$ cat config.mk
export PLATFORM = sky130hd
export DESIGN_NAME = alu_result_stage
export DESIGN_NICKNAME = d
export VERILOG_FILES = /design/src/rtl/alu_pkg.sv /design/src/rtl/alu_result_fifo.sv /design/src/rtl/alu_result_stage.sv
export SDC_FILE = /design/constraint.sdc
export NUM_CORES = 1
export LEC_CHECK = 0
export BUFFER_PORTS_ARGS = -buffer_cell sky130_fd_sc_hd__buf_2
export CAP_MARGIN = 15
export CORE_UTILIZATION = 45
export DETAILED_ROUTE_END_ITERATION = 10
export GPL_TIMING_DRIVEN = 0
export PLACE_DENSITY = 0.65
export SYNTH_ARGS = -nofsm -noshare
export SYNTH_HDL_FRONTEND = slang
export SYNTH_SLANG_ARGS = --single-unit
$ cat constraint.sdc
create_clock -name clk -period 2.9 [get_ports clk]
set_input_delay 0.145 -clock clk [delete_from_list [all_inputs] [get_ports clk]]
set_output_delay 0.145 -clock clk [all_outputs]
set_load 0.02 [all_outputs]
$ cat src/rtl/alu_pkg.sv
// Shared definitions for the ALU and its downstream result stage:
// opcode encodings, the default datapath width and the captured-result record.
package alu_pkg;

  localparam int DATA_W = 32;

  localparam logic [2:0] OP_ADD  = 3'b000;
  localparam logic [2:0] OP_SUB  = 3'b001;
  localparam logic [2:0] OP_AND  = 3'b010;
  localparam logic [2:0] OP_OR   = 3'b011;
  localparam logic [2:0] OP_XOR  = 3'b100;
  localparam logic [2:0] OP_SLT  = 3'b101;
  localparam logic [2:0] OP_SHL  = 3'b110;
  localparam logic [2:0] OP_PASS = 3'b111;

  typedef struct packed {
    logic [2:0]        opcode;
    logic [DATA_W-1:0] result;
    logic              zero;
    logic              carry_out;
    logic              overflow;
  } alu_result_t;

endpackage

$ cat src/rtl/alu_result_fifo.sv
// Generic synchronous FIFO with valid/ready on both sides and an occupancy output.
// Pointers carry an extra wrap bit so full and empty are distinguishable.
module alu_result_fifo #(
  parameter int WIDTH = 38,
  parameter int DEPTH = 4
) (
  input  logic                     clk,
  input  logic                     rst,
  input  logic                     in_valid,
  output logic                     in_ready,
  input  logic [WIDTH-1:0]         in_data,
  output logic                     out_valid,
  input  logic                     out_ready,
  output logic [WIDTH-1:0]         out_data,
  output logic [$clog2(DEPTH):0]   level
);

  localparam int AW = $clog2(DEPTH);
  localparam logic [AW:0] PTR_ONE = (AW+1)'(1);

  logic [AW:0]      wr_ptr;
  logic [AW:0]      rd_ptr;
  logic [WIDTH-1:0] mem [DEPTH];
  logic             full;
  logic             empty;
  logic             push;
  logic             pop;

  assign full      = (wr_ptr[AW-1:0] == rd_ptr[AW-1:0]) && (wr_ptr[AW] != rd_ptr[AW]);
  assign empty     = (wr_ptr == rd_ptr);
  assign in_ready  = !full && !rst;
  assign out_valid = !empty;
  assign push      = in_valid && in_ready;
  assign pop       = out_valid && out_ready && !rst;
  assign level     = wr_ptr - rd_ptr;

  // Pointer update; power-of-two depth lets the increment wrap index and toggle the wrap bit.
  always_ff @(posedge clk) begin
    if (rst) begin
      wr_ptr <= {(AW+1){1'b0}};
      rd_ptr <= {(AW+1){1'b0}};
    end else begin
      if (push) begin
        wr_ptr <= wr_ptr + PTR_ONE;
      end
      if (pop) begin
        rd_ptr <= rd_ptr + PTR_ONE;
      end
    end
  end

  // Storage write; the array itself is never reset.
  always_ff @(posedge clk) begin
    if (push) begin
      mem[wr_ptr[AW-1:0]] <= in_data;
    end
  end

  // Head entry, masked to zero while empty so stale storage never reaches the consumer.
  always_comb begin
    out_data = {WIDTH{1'b0}};
    if (empty) begin
      out_data = {WIDTH{1'b0}};
    end else begin
      out_data = mem[rd_ptr[AW-1:0]];
    end
  end

endmodule

$ cat src/rtl/alu_result_stage.sv
// Buffered ALU result stage: FIFO of {opcode, result, flags} for writeback, plus
// sticky carry/overflow status and a saturating overflow-event counter.
module alu_result_stage #(
  parameter int DATA_W = alu_pkg::DATA_W,
  parameter int DEPTH  = 4,
  parameter int CNT_W  = 16
) (
  input  logic                    clk,
  input  logic                    rst,
  input  logic                    in_valid,
  output logic                    in_ready,
  input  logic [2:0]              in_opcode,
  input  logic [DATA_W-1:0]       in_result,
  input  logic                    in_zero,
  input  logic                    in_carry_out,
  input  logic                    in_overflow,
  output logic                    out_valid,
  input  logic                    out_ready,
  output logic [2:0]              out_opcode,
  output logic [DATA_W-1:0]       out_result,
  output logic                    out_zero,
  output logic                    out_carry_out,
  output logic                    out_overflow,
  output logic [$clog2(DEPTH):0]  level,
  input  logic                    clear_sticky,
  output logic                    sticky_carry,
  output logic                    sticky_overflow,
  output logic [CNT_W-1:0]        ovf_count
);

  import alu_pkg::*;

  localparam int              ENTRY_W = DATA_W + 6;
  localparam logic [CNT_W-1:0] CNT_MAX = {CNT_W{1'b1}};
  localparam logic [CNT_W-1:0] CNT_ONE = CNT_W'(1);

  logic [ENTRY_W-1:0] in_entry;
  logic [ENTRY_W-1:0] out_entry;
  logic               push;
  logic               ovf_push;

  // Same field order as alu_result_t so the packed entry maps onto the record.
  assign in_entry = {in_opcode, in_result, in_zero, in_carry_out, in_overflow};
  assign {out_opcode, out_result, out_zero, out_carry_out, out_overflow} = out_entry;

  assign push     = in_valid && in_ready;
  assign ovf_push = push && in_overflow;

  alu_result_fifo #(
    .WIDTH (ENTRY_W),
    .DEPTH (DEPTH)
  ) u_fifo (
    .clk       (clk),
    .rst       (rst),
    .in_valid  (in_valid),
    .in_ready  (in_ready),
    .in_data   (in_entry),
    .out_valid (out_valid),
    .out_ready (out_ready),
    .out_data  (out_entry),
    .level     (level)
  );

  // Status: a flagged push in the same cycle as clear_sticky takes precedence over the clear.
  always_ff @(posedge clk) begin
    if (rst) begin
      sticky_carry    <= 1'b0;
      sticky_overflow <= 1'b0;
      ovf_count       <= {CNT_W{1'b0}};
    end else begin
      sticky_carry    <= (sticky_carry & ~clear_sticky) | (push & in_carry_out);
      sticky_overflow <= (sticky_overflow & ~clear_sticky) | ovf_push;
      if (clear_sticky) begin
        ovf_count <= ovf_push ? CNT_ONE : {CNT_W{1'b0}};
      end else if (ovf_push && (ovf_count != CNT_MAX)) begin
        ovf_count <= ovf_count + CNT_ONE;
      end else begin
        ovf_count <= ovf_count;
      end
    end
  end

endmodule

---- Word-level counts from Yosys, hierarchy flattened ----
Memories as Yosys holds them, arrays and structs flattened. A register that Yosys moved wholly into a read port is not among the register bits.
Cells that the tools add are included.
word-level totals
  register bits after elaboration ......... 24
  memory bits (writable) .................. 152
  bits of input ports ..................... 43
  output and inout port bits .............. 61
  word-level logic and storage cells ...... 39
  memories ................................ 1
cells by class
  $add $sub $neg .......................... 4
  equality and inequality tests ........... 4
  mux-type cells .......................... 8
  bitwise gates (word level) .............. 6
  reduce and logical (&&, ||, !) cells .... 11
memories
  memory      depth  bits a word  rd ports  clocked after Yosys merged registers in  wr ports  RTL line               RTL
  u_fifo.mem  4      38           1         1                                        1         alu_result_fifo.sv:23  logic [WIDTH-1:0] mem [DEPTH];
operator list
  operator                                        count
  two-way mux 38 bit                              1
  two-way mux 16 bit                              2
  adder 16 x 1 -> 16 bit (second input constant)  1
  inequality test 16 bit (second input constant)  1
  logical AND 1 bit                               7
  adder 3 x 1 -> 3 bit (second input constant)    2
  two-way mux 2 bit                               2
  AND 1 bit                                       3
  equality test 3 bit                             1
  zero test 1 bit                                 3
  two-way mux 1 bit                               3
  subtractor 3 bit                                1
  equality test 2 bit                             1
  bitwise OR 1 bit                                2
  nonzero test 2 bit                              1
  inequality test 1 bit                           1
  NOT 1 bit                                       1

---- Logic depth before layout (Yosys ltp) ----
Gate-level depths: netlist of run 1.
  depth in word-level cells ............... 9
  mapped depth ............................ 8
  gate-level depth less buffers ........... 7

---- Modules after synthesis ----
Synthesis of run 1 repeated with hierarchy kept, for this count alone.
second synthesis, totals
  cells, all modules ...................... 419
  area total of the unflattened synthesis .. 7,299.5 um2
modules (own cells, without submodules)
  module            times used  cells each  area each (um2)  seq. area each (um2)
  alu_result_fifo   1           308         6,359.8          4,724.5
  alu_result_stage  1           111         939.7            360.3

---- Least setup slack after synthesis of run 1 ----
No wires, ideal clock.
  path type ............................... reg2reg
  start ................................... reg u_fifo.wr_ptr[0]
  end ..................................... mem u_fifo.mem[3][0] (enable)
  library setup time ...................... 0.401 ns
  arrival time ............................ 2.135 ns
  required time ........................... 2.499 ns
  slack ................................... 0.365 ns
  cell stages (with the launch flop) ...... 6
  path buffers ............................ 0
  clock period less this slack ............ 2.535 ns
  cells stage by stage .................... dfxtp_1 > inv_1 > ha_1 > nand2_1 > o211a_1 > and2_1
on the way
  cells in the longest elaborated chain, start to end .. 7
ends and longest elaborated chain
  element                                  RTL line               RTL
  start: declaration                       alu_result_fifo.sv:21  logic [AW:0] wr_ptr;
  start signal: assignment                 alu_result_fifo.sv:40  wr_ptr <= {(AW+1){1'b0}};
  start signal: assignment                 alu_result_fifo.sv:44  wr_ptr <= wr_ptr + PTR_ONE;
  equality test 2 bit                      alu_result_fifo.sv:29  assign full = (wr_ptr[AW-1:0] == rd_ptr[AW-1:0]) && (wr_ptr[AW] != rd_ptr[AW]);
  logical AND 1 bit                        alu_result_fifo.sv:29
  zero test 1 bit                          alu_result_fifo.sv:31  assign in_ready = !full && !rst;
  logical AND 1 bit                        alu_result_fifo.sv:31
  logical AND 1 bit                        alu_result_fifo.sv:33  assign push = in_valid && in_ready;
  two-way mux 1 bit                        alu_result_fifo.sv:54  if (push) begin
  two-way mux 1 bit (implied by the code)  alu_result_fifo.sv:55  mem[wr_ptr[AW-1:0]] <= in_data;
  end: declaration                         alu_result_fifo.sv:23
Several ways; a longest one is shown, not always the timed one.

==> metrics.md, run 1 <==
| Metric | Value |
|---|---|
| Vias in the first global route | 4087 |
| Met3 usage | 0.0503 |
| Synth warn | 0 |
| Final nets | 610 |
| Die width | 127 µm |
| Setup TNS | 0 ps |
| Reg2reg end | ovf_count[15] |
| Hpwl dp | 8.60 mm |
| Seq pwr share | 0.457 |
| Root Buffer Master | clkbuf_16 |
| Worst path slowest cell | clkbuf_1 |
| HP Class | input port to flip-flop |
| GP Congestion | 0.804 |
| Initial Utilization | 0.462 |
| H-tree Lvls | 4 |
| Post-CTS setup buffers | 0 |
| Compound-Gate Fraction of Synth Area | 0.0179 |
| Hold Path Depth | 3 |
| PortBufs | 103 |
| Crit path cell chain | clkbuf_1 -> clkbuf_1 -> mux4_2 -> and2_1 -> buf_2 |
| FF+latch count, synth | 178 |
| Total CTS buffers | 17 |
| RSZ-0062 raised after global routing | false |
| Fin crit period | 2710 ps |
| CORE AREA | 0.0153 mm² |
| GRT Util Overall | 0.179 |
| Adder-cell area share of the yosys netlist | 0.0170 |
| First-pass GRT wire length | 21.4 mm |
| Mapped Cells | 393 |
| FP Rows | 45 |
| Post-Synth Simple-Gate Area | 0.0841 |
| Antenna Cells | 0 |
| Critical path class | flip-flop to output port |
| Clk Latency, worst-skew pair | 420 ps |
| Hold Slack | 44.5 ps |
| Tcrit/Tclk final | 0.934 |
| NetSw | 1.60 mW |
| Post-Synth XOR/XNOR Area | 0.0238 |
| RR Startpoint | u_fifo.wr_ptr[0] |
| GRT overflow | 0 |
| Number of routed nets with antenna violations | 0 |
| Num ports | 104 |
| Final Hold Fails | 0 |
| Sw Ratio | 0.254 |
| Clk buf depth | 2 |
| Worst-Margin Slew | 879 ps |
| CP endpoint kind | output port |
| Hold path start | out_ready |
| Crit-path max FO | 10 |
| Global route hottest layer | met2 |
| Die Ht | 127 µm |
| Worst-case reg-to-reg path depth | 8 |
| Count of different cell masters after synthesis | 35 |
| Reg clk slew, reported paths | 60 ps |
| CP arrival | 2560 ps |
| Max Fclk | 0.369 GHz |
| Routed WL | 13.5 mm |
| Syn_area_per_cell | 17.9 µm² |
| Worst slew margin | 0.414 |
| Crit path top cell by count | clkbuf_1 |
| Combinational power share | 0.186 |
| Netlist Area Pre-Place | 0.00705 mm² |
| Via count | 3955 |
| Antenna violations before repair | 0 |
| Slew Limit Fails | 0 |
| Max VDD drop | 0.429 mV |
| DR WL/cell | 17.3 µm |
| Layout cells sized above 1 | 0.325 |
| Avg Vias per Cell | 5.06 |
| Placed instance area | 0.00792 mm² |
| Largest net degree at the start of global routing | 30 |
| Status | complete, no violations |
| Type of origin of the critical path | flip-flop |
| Die area | 0.0162 mm² |
| Total DRC errors in the routed layout | 0 |
| Synth Net Count | 445 |
| Cell Int Power | 4.69 mW |
| P&R area growth vs syn | 26.1% |
| Sequential fraction of the synthesis area | 0.721 |
| Pwr/cell area | 708 mW/mm² |
| GR Layer Usage met1 | 0.222 |
| CTS Sinks | 178 |
| # setup viols final | 0 |
| CTS tree | built |
| Top delay family on crit path | buffers and inverters |
| Finished Core Util | 0.583 |
| R2R Setup Slk | 450 ps |
| Max-cap violation count | 0 |
| Starting DRC count in detailed routing | 232 |
| M2 GR Usage | 0.303 |
| Mux share of post-synthesis cell area | 0.121 |
| CP Buf/Inv Count | 3 |
| Slowest cell delay on critical path | 600 ps |
| Pleak | 3.14 nW |
| Final instance area | 0.00889 mm² |
| Clk_skew | 7.92 ps |
| Clk pwr share | 0.357 |
| Worst EP required | 2760 ps |
| Largest family of logic cells by synthesized area | multiplexers |
| First-pass iteration count of the detailed router | 4 |
-- routing by layer --
metal,vias to the layer above,share of wire,routed length [µm]
met5,-,0,0
met4,0,0.0098,132
met3,10,0.046,627
met2,102,0.51,6810
met1,1992,0.44,5920
li1,1851,-,-
-- worst reg2reg max path, delay by kind of cell (launching register included) --
kind | cells | cell delay [ps]
DFF | 1 | 400
and+or+nand+nor | 3 | 1050
buffers and inverters | 2 | 270
AOI/OAI and AO/OA | 2 | 320
adders and majority gates | 1 | 320
-- power by group through the flow --
stage	combinational, mW	clock [mW]	sequential, mW
after floorplan	0.761	0	2.93
after global placement	1.13	0	2.93
after detailed placement	1.16	0	2.93
after CTS	1.20	2.29	2.88
after global routing	1.28	2.38	2.88
final	1.17	2.24	2.88
-- worst max path at each step --
stage	startpoint	to	slack, ps	cells after the start
6_report	flip-flop	out_result[23]	190	5
4_1_cts	flip-flop	out_result[21]	120	5
2_1_floorplan	u_fifo.wr_ptr[0]	u_fifo.mem[3][0]	360	5
5_1_grt	flip-flop	out_result[20]	40	5
3_3_place_gp	u_fifo.wr_ptr[0]	u_fifo.mem[3][23]	-530	5
3_5_place_dp	flip-flop	out_result[21]	350	5
-- layout make-up --
type	instances	area, µm²
Buffer	17	68.8
Clock buffer	20	437
Clock inverter	11	139
Fill cell	1184	6370
Inverter	9	33.8
Multi-Input combinational cell	189	1870
Sequential cell	178	5080
Tap cell	211	264
Timing Repair Buffer	146	993
-- cells by family (layout without fill, tap and decap cells) --
family	Yosys count	after routing
AND/OR/NAND/NOR	109	109
AO/OA/AOI/OAI	16	16
adder cells (fa/ha/maj)	9	9
buffers and inverters	26	203
XOR/XNOR	17	17
multiplexers	38	38
flip-flops	178	178
-- state kept, by name, indices dropped and copies added, names as in the netlist, named ones only --
signal / count
sticky_carry: 1
ovf_count: 16
u_fifo.rd_ptr: 3
u_fifo.mem: 152
sticky_overflow: 1
u_fifo.wr_ptr: 3
-- repair_timing --
action                                  in CTS  in global routing
resized for setup                            1                  0
endpoints found under the setup margin      20                  0
hold endpoints to repair                   149                  4
hold buffers                                38                  1
-- cell usage after synthesis (all sizes together) --
cell / count / share of area
edfxtp: 152 / 0.65
and2: 44 / 0.039
mux4: 38 / 0.12
dfxtp: 26 / 0.074
nor2: 21 / 0.011
xnor2: 15 / 0.021
clkbuf: 13 / 0.0069
nand2: 12 / 0.0064
nand3: 10 / 0.0071
inv: 9 / 0.0048
ha: 8 / 0.014
nor4: 6 / 0.0062
a21oi: 5 / 0.0035
buf: 4 / 0.0027
nand4: 4 / 0.0035
nor3: 4 / 0.0028
o21ai: 3 / 0.0021
or3: 3 / 0.0027
o31ai: 2 / 0.0021
xor2: 2 / 0.0025
a2111oi: 1 / 0.0012
a221o: 1 / 0.0014
a22o: 1 / 0.0012
and3: 1 / 0.00089
and4: 1 / 0.0012
fa: 1 / 0.0028
nor3b: 1 / 0.0011
o2111ai: 1 / 0.0037
o211a: 1 / 0.0014
o21bai: 1 / 0.0011
or2: 1 / 0.00089
or4: 1 / 0.0011
-- through the flow --
| step | power (mW) | std cells | setup WS [ps] |
|---|---|---|---|
| after floorplan | 3.69 | 393 | 365 |
| after global placement | 4.06 | 707 | -533 |
| after detailed placement | 4.09 | 711 | 355 |
| after CTS | 6.37 | 780 | 118 |
| after global routing | 6.54 | 781 | 36.9 |
| final | 6.29 | 781 | 191 |
-- cells in the final DEF, fill, tap and decap left out, types with 3 or more instances in the layout --
cell type,n
edfxtp_1,152
buf_2,106
and2_1,40
dlygate4sd3_1,39
mux4_2,38
dfxtp_1,26
nor2_1,21
clkbuf_16,17
clkbuf_1,15
xnor2_1,14
nand2_1,12
nand3_1,10
inv_1,9
ha_1,8
nor4_1,5
a21oi_1,5
clkinv_2,5
and2_2,4
nand4_1,4
nor3_1,4
or3_1,3
o21ai_0,3
bufinv_16,3
buf_12,3
No activity file was read; power rests on OpenSTA's default activity.
==> run 2: changes to the inputs <==
- RECOVER_POWER: unset -> 25
==> metrics.md, run 2 (synthesized netlist as in run 1, its figures left out) <==
| Metric | Value |
|---|---|
| Status | complete, no violations (unchanged) |
| Reg clk slew, reported paths | 60 ps (about the same) |
| Worst-Margin Slew | 876 ps (was 879 ps) |
| Layout cells sized above 1 | 0.279 (was 0.325) |
| Total DRC errors in the routed layout | 0 (unchanged) |
| CP endpoint kind | output port (unchanged) |
| Post-CTS setup buffers | 0 (unchanged) |
| Max reg flops | 152 (unchanged) |
| GP Congestion | 0.804 (unchanged) |
| Avg Vias per Cell | 5.06 (about the same) |
| Die area | 0.0162 mm² (unchanged) |
| Worst EP required | 2760 ps (about the same) |
| Starting DRC count in detailed routing | 259 (was 232) |
| Routed WL | 13.4 mm (was 13.5 mm) |
| Slew Limit Fails | 0 (unchanged) |
| Clk buf depth | 2 (unchanged) |
| Final Hold Fails | 0 (unchanged) |
| Clk Latency, worst-skew pair | 420 ps (about the same) |
| Hpwl dp | 8.60 mm (unchanged) |
| HP Class | input port to flip-flop (unchanged) |
| Number of routed nets with antenna violations | 0 (unchanged) |
| Critical path class | flip-flop to output port (unchanged) |
| Die width | 127 µm (unchanged) |
| CTS Sinks | 178 (unchanged) |
| FP Rows | 45 (unchanged) |
| DR WL/cell | 17.2 µm (was 17.3 µm) |
| First-pass iteration count of the detailed router | 4 (unchanged) |
| CTS tree | built (unchanged) |
| GRT Util Overall | 0.179 (unchanged) |
| Initial Utilization | 0.462 (unchanged) |
| Max VDD drop | 0.429 mV (about the same) |
| PortBufs | 103 (unchanged) |
| Pre-CTS setup slack | 355 ps (unchanged) |
| Die Ht | 127 µm (unchanged) |
| Antenna Cells | 0 (unchanged) |
| Max Fclk | 0.371 GHz (was 0.369 GHz) |
| Pwr/cell area | 710 mW/mm² (was 708 mW/mm²) |
| Fin crit period | 2690 ps (was 2710 ps) |
| GRT overflow | 0 (unchanged) |
| # setup viols final | 0 (unchanged) |
| Final nets | 610 (unchanged) |
| Root Buffer Master | clkbuf_16 (unchanged) |
| H-tree Lvls | 4 (unchanged) |
| Max-cap violation count | 0 (unchanged) |
| Final WS setup | 208 ps (was 191 ps) |
| RSZ-0062 raised after global routing | false (unchanged) |
| Finished Core Util | 0.580 (was 0.583) |
| Final Total Pwr | 6.29 mW (about the same) |
| Worst slew margin | 0.416 (was 0.414) |
| Vias in the first global route | 4087 (unchanged) |
| Placed instance count | 711 (unchanged) |
| Most frequent cells in the layout | 152 x edfxtp_1, 80 x buf_2, 41 x clkbuf_1, 40 x and2_1, 39 x dlygate4sd3_1 (was 152 x edfxtp_1, 106 x buf_2, 40 x and2_1, 39 x dlygate4sd3_1, 38 x mux4_2) |
| Crit-path max FO | 10 (unchanged) |
| Total CTS buffers | 17 (unchanged) |
| P&R area growth vs syn | 25.6% (was 26.1%) |
| Commonest non-fill, non-tap cell in the layout | edfxtp_1 (unchanged) |
| Non-filler cells, final | 781 (unchanged) |
| Antenna violations before repair | 0 (unchanged) |
| CORE AREA | 0.0153 mm² (unchanged) |
| Largest net degree at the start of global routing | 30 (unchanged) |
| Type of origin of the critical path | flip-flop (unchanged) |
| Clk_skew | 6.31 ps (was 7.92 ps) |
| Num ports | 104 (unchanged) |
| First-pass GRT wire length | 21.4 mm (unchanged) |
| Via count | 3953 (was 3955) |
| Pleak | 3.06 nW (was 3.14 nW) |
| Tcrit/Tclk final | 0.928 (was 0.934) |
| CP arrival | 2550 ps (was 2560 ps) |
==> run 2: cell count changes in the layout (fill, tap and decap cells not counted), sizes merged <==
cell    delta
clkbuf    +26
buf       -26
==> run 2: routing by layer <==
metal,global-route usage,up-vias,routed length (µm)
met5,0,-,0
met4,0.0623,0,117
met2,0.303,111,6820
met3,0.0503,9,707
li1,-,1847,-
met1,0.222,1986,5810
==> run 2: power breakdown <==
part           switching (mW)  leakage, nW  internal, mW
logic                   0.678         1.19         0.492
registers              0.0241         1.59          2.85
clock network           0.898        0.279          1.34
total                    1.60         3.06          4.69
==> run 2: path summary, 6_finish.rpt <==
| kind | endpoint | cells after the start | start | slack [ps] |
|---|---|---|---|---|
| max | out_result[23] | 5 | flip-flop | 210 |
| min | flip-flop | 3 | out_ready | 40 |
| max reg2reg | ovf_count[15] | 8 | u_fifo.wr_ptr[0] | 450 |
| min reg2reg | sticky_overflow | 2 | sticky_overflow | 440 |
==> run 2: what timing repair did <==
item,in CTS,in global routing
endpoints found under the setup margin,20,0
endpoints found under the hold margin,149,4
gates resized for setup,1,0
hold buffers,38,1
==> run 2: worst max-delay path: stages, from the launching register on <==
cell and delay, ps:
dfxtp_1 320, clkbuf_1 490, clkbuf_1 580, mux4_2 400, and2_1 170, buf_2 150
==> run 2: area by class of cell <==
| cell class | instances | area [µm²] |
|---|---|---|
| fill | 1192 | 6400 |
| sequential | 178 | 5080 |
| multi-input combinational | 189 | 1870 |
| timing repair buffer | 146 | 961 |
| clock buffer | 20 | 437 |
| tap | 211 | 264 |
| clock inverter | 11 | 139 |
| buffer | 17 | 68.8 |
| inverter | 9 | 33.8 |
==> run 2: stage by stage <==
stage | TNS [ps] | hold slack, ps | area (µm²)
floorplan | 0 | 244 | 7050
global placement | -77300 | 355 | 7830
detailed placement | 0 | 360 | 7920
CTS | 0 | 1.21 | 8880
global route | 0 | 40.1 | 8860
finish | 0 | 44.6 | 8860
==> run 3: changes to the inputs <==
- ABC_AREA: unset -> 1
- CORE_UTILIZATION: 45 -> 55
- PLACE_DENSITY: 0.65 -> 0.77
==> metrics.md, run 3 <==
| Metric | Value |
|---|---|
| Commonest non-fill, non-tap cell in the layout | nor2_1 (was edfxtp_1) |
| Top delay family on crit path | buffers and inverters (unchanged) |
| Finished Core Util | 0.694 (was 0.580) |
| Fraction of registers with async set/reset | 0 (unchanged) |
| Mux share of post-synthesis cell area | 0 (was 0.121) |
| Clk Latency, worst-skew pair | 430 ps (was 420 ps) |
| Routed WL | 17.0 mm (was 13.4 mm) |
| Worst-Margin Slew | 724 ps (was 876 ps) |
| Final Total Pwr | 7.03 mW (was 6.29 mW) |
| Crit path cell chain | inv_1 -> ha_1 -> nand2_1 -> inv_2 -> nand2_1 -> inv_2 -> clkbuf_1 -> a21oi_1 -> buf_2 (was clkbuf_1 -> clkbuf_1 -> mux4_2 -> and2_1 -> buf_2) |
| Register area | 0.00508 mm² (unchanged) |
| Non-filler cells, final | 1042 (was 781) |
| Layout cells sized above 1 | 0.176 (was 0.279) |
| Mapped Cells | 691 (was 393) |
| CTS Sinks | 178 (unchanged) |
| Worst slew margin | 0.517 (was 0.416) |
| Die width | 119 µm (was 127 µm) |
| GRT overflow | 0 (unchanged) |
| Tcrit/Tclk final | 0.854 (was 0.928) |
| Leading area contributor after synthesis | edfxtp_1 (unchanged) |
| Most frequent cells in the layout | 180 x nor2_1, 152 x edfxtp_1, 88 x buf_2, 83 x o21ai_0 (was 152 x edfxtp_1, 80 x buf_2, 41 x clkbuf_1, 40 x and2_1, 39 x dlygate4sd3_1) |
| Synth Net Count | 743 (was 445) |
| Adder-cell area share of the yosys netlist | 0.0160 (was 0.0170) |
| Clk_skew | 7.03 ps (was 6.31 ps) |
| HP Class | input port to flip-flop (unchanged) |
| FP Rows | 42 (was 45) |
| Worst setup path startpoint | u_fifo.wr_ptr[0] |
| Pre-CTS setup slack | 443 ps (was 355 ps) |
| Final nets | 906 (was 610) |
| Top cells by area, synth | edfxtp_1 61%, nor2_1 9.2%, dfxtp_1 6.9% (was edfxtp_1 65%, mux4_2 12%, dfxtp_1 7.4%) |
| Largest net degree at the start of global routing | 29 (was 30) |
| Post-synth EDFFs | 152 (unchanged) |
| RR Startpoint | u_fifo.wr_ptr[0] (unchanged) |
| Critical path class | flip-flop to output port (unchanged) |
| Starting DRC count in detailed routing | 490 (was 259) |
| Fillers | 981 (was 1192) |
| Synth warn | 0 (unchanged) |
| Max Fclk | 0.404 GHz (was 0.371 GHz) |
| First-pass iteration count of the detailed router | 5 (was 4) |
| Post-Synth Simple-Gate Area | 0.158 (was 0.0841) |
| Slowest cell delay on critical path | 450 ps (was 580 ps) |
| Reg clk slew, reported paths | 60 ps (about the same) |
| Compound-Gate Fraction of Synth Area | 0.101 (was 0.0179) |
| CTS tree | built (unchanged) |
| Max reg flops | 152 (unchanged) |
| GP Congestion | 0.838 (was 0.804) |
| Pwr/cell area | 761 mW/mm² (was 710 mW/mm²) |
| Ys flop type | edfxtp_1 (unchanged) |
| Synth top area share | 0.607 (was 0.647) |
| CORE AREA | 0.0133 mm² (was 0.0153 mm²) |
| Slew Limit Fails | 0 (unchanged) |
| Max-cap violation count | 0 (unchanged) |
| Most frequent cell after synthesis | nor2_1 (was edfxtp_1) |
| Num ports | 104 (unchanged) |
| Crit-path max FO | 10 (unchanged) |
| First-pass GRT wire length | 26.6 mm (was 21.4 mm) |
| Area occupied by multi-input gates | 0.00215 mm² (was 0.00187 mm²) |
| GRT Util Overall | 0.249 (was 0.179) |
| Hold path start | rst (was out_ready) |
| Hold Slack | 29.9 ps (was 44.6 ps) |
| Max VDD drop | 0.429 mV (about the same) |
| CP arrival | 2330 ps (was 2550 ps) |
| Vias in the first global route | 5507 (was 4087) |
| Largest family of logic cells by synthesized area | simple AND/OR/NAND/NOR gates (was multiplexers) |
| Worst path slowest cell | clkbuf_1 (unchanged) |
| Die Ht | 119 µm (was 127 µm) |
| Setup TNS | 0 ps (unchanged) |
| Placed instance count | 973 (was 711) |
| Syn_area_per_cell | 10.9 µm² (was 17.9 µm²) |
| Worst EP required | 2760 ps (about the same) |
| Root Buffer Master | clkbuf_16 (unchanged) |
| Number of routed nets with antenna violations | 0 (unchanged) |
| Die area | 0.0141 mm² (was 0.0162 mm²) |
| # setup viols final | 0 (unchanged) |
| DR WL/cell | 16.3 µm (was 17.2 µm) |
| Count of different cell masters after synthesis | 34 (was 35) |
| CP Buf/Inv Count | 5 (was 3) |
| Via count | 5672 (was 3953) |
| Most frequent cells after synthesis | 184 x nor2_1, 152 x edfxtp_1, 83 x o21ai_0 (was 152 x edfxtp_1, 44 x and2_1, 38 x mux4_2) |
| Placed instance area | 0.00836 mm² (was 0.00792 mm²) |
| RSZ-0062 raised after global routing | false (unchanged) |
| Pleak | 3.49 nW (was 3.06 nW) |
| PortBufs | 102 (was 103) |
| Fin crit period | 2480 ps (was 2690 ps) |
| Sequential fraction of the synthesis area | 0.677 (was 0.721) |
| Antenna Cells | 0 (unchanged) |
| Antenna violations before repair | 0 (unchanged) |
| Avg Vias per Cell | 5.44 (was 5.06) |
| Final WS setup | 423 ps (was 208 ps) |
| Total DRC errors in the routed layout | 0 (unchanged) |
| Clk buf depth | 2 (unchanged) |
| CTS resizes | 0 (was 1) |
| Hpwl dp | 10.7 mm (was 8.60 mm) |
| Post-Synth XOR/XNOR Area | 0.00816 (was 0.0238) |
| Total CTS buffers | 17 (unchanged) |
| Final Hold Fails | 0 (unchanged) |
| Initial Utilization | 0.565 (was 0.462) |
| Netlist Area Pre-Place | 0.00751 mm² (was 0.00705 mm²) |
| H-tree Lvls | 4 (unchanged) |
| CP endpoint kind | output port (unchanged) |
| Final instance area | 0.00923 mm² (was 0.00886 mm²) |
| Status | complete, no violations (unchanged) |
| FF+latch count, synth | 178 (unchanged) |
| P&R area growth vs syn | 22.9% (was 25.6%) |
| Post-CTS setup buffers | 0 (unchanged) |
| Type of origin of the critical path | flip-flop (unchanged) |
==> run 3: timing repair <==
item | in CTS | in global routing
endpoints found under the hold margin | 152 | 0
setup endpoints to repair | 0 | 0
hold buffers | 38 | 0
==> run 3: worst paths after layout <==
path                        to  slack [ps]  cells past startpoint
max             out_result[12]         420                      9
min               ovf_count[9]          30                      2
max reg2reg  u_fifo.mem[3][25]         450                      8
min reg2reg   u_fifo.wr_ptr[2]         490                      1
==> run 3: worst reg2reg max path, stage by stage (launching register included) <==
cell and delay (ps):
dfxtp_1 370, inv_1 120, ha_1 310, nand2_1 80, inv_2 40, nand3_1 110
nand3_2 280, nor2_4 540, buf_12 280
==> run 3: layout make-up <==
cell class / count / share of cell area
Buffer: 35 / 0.0169
Clock buffer: 20 / 0.0473
Clock inverter: 11 / 0.00989
Inverter: 40 / 0.0163
Multi-Input combinational cell: 438 / 0.233
Sequential cell: 178 / 0.551
Tap cell: 176 / 0.0239
Timing Repair Buffer: 144 / 0.102
==> run 3: cell families (layout without fill, tap and decap cells) <==
| group | Yosys count | in the layout |
|---|---|---|
| AOI/OAI and AO/OA | 143 | 143 |
| xor gates and xnor gates | 7 | 7 |
| adders and majority gates | 9 | 9 |
| buffers and inverters | 75 | 250 |
| DFF | 178 | 178 |
| and+or+nand+nor | 279 | 279 |
==> run 3: where the power goes <==
| group | internal [mW] | switching, mW |
|---|---|---|
| Combinational | 0.625 | 1.46 |
| Clock | 1.16 | 0.883 |
| Sequential | 2.86 | 0.0369 |
==> run 3: layer usage <==
metal	up-vias	share of wire	track usage
met1	2706	0.40	0.314
met4	0	0.018	0.103
met2	234	0.52	0.427
li1	2704	-	-
met5	-	0	0
met3	28	0.064	0.0460
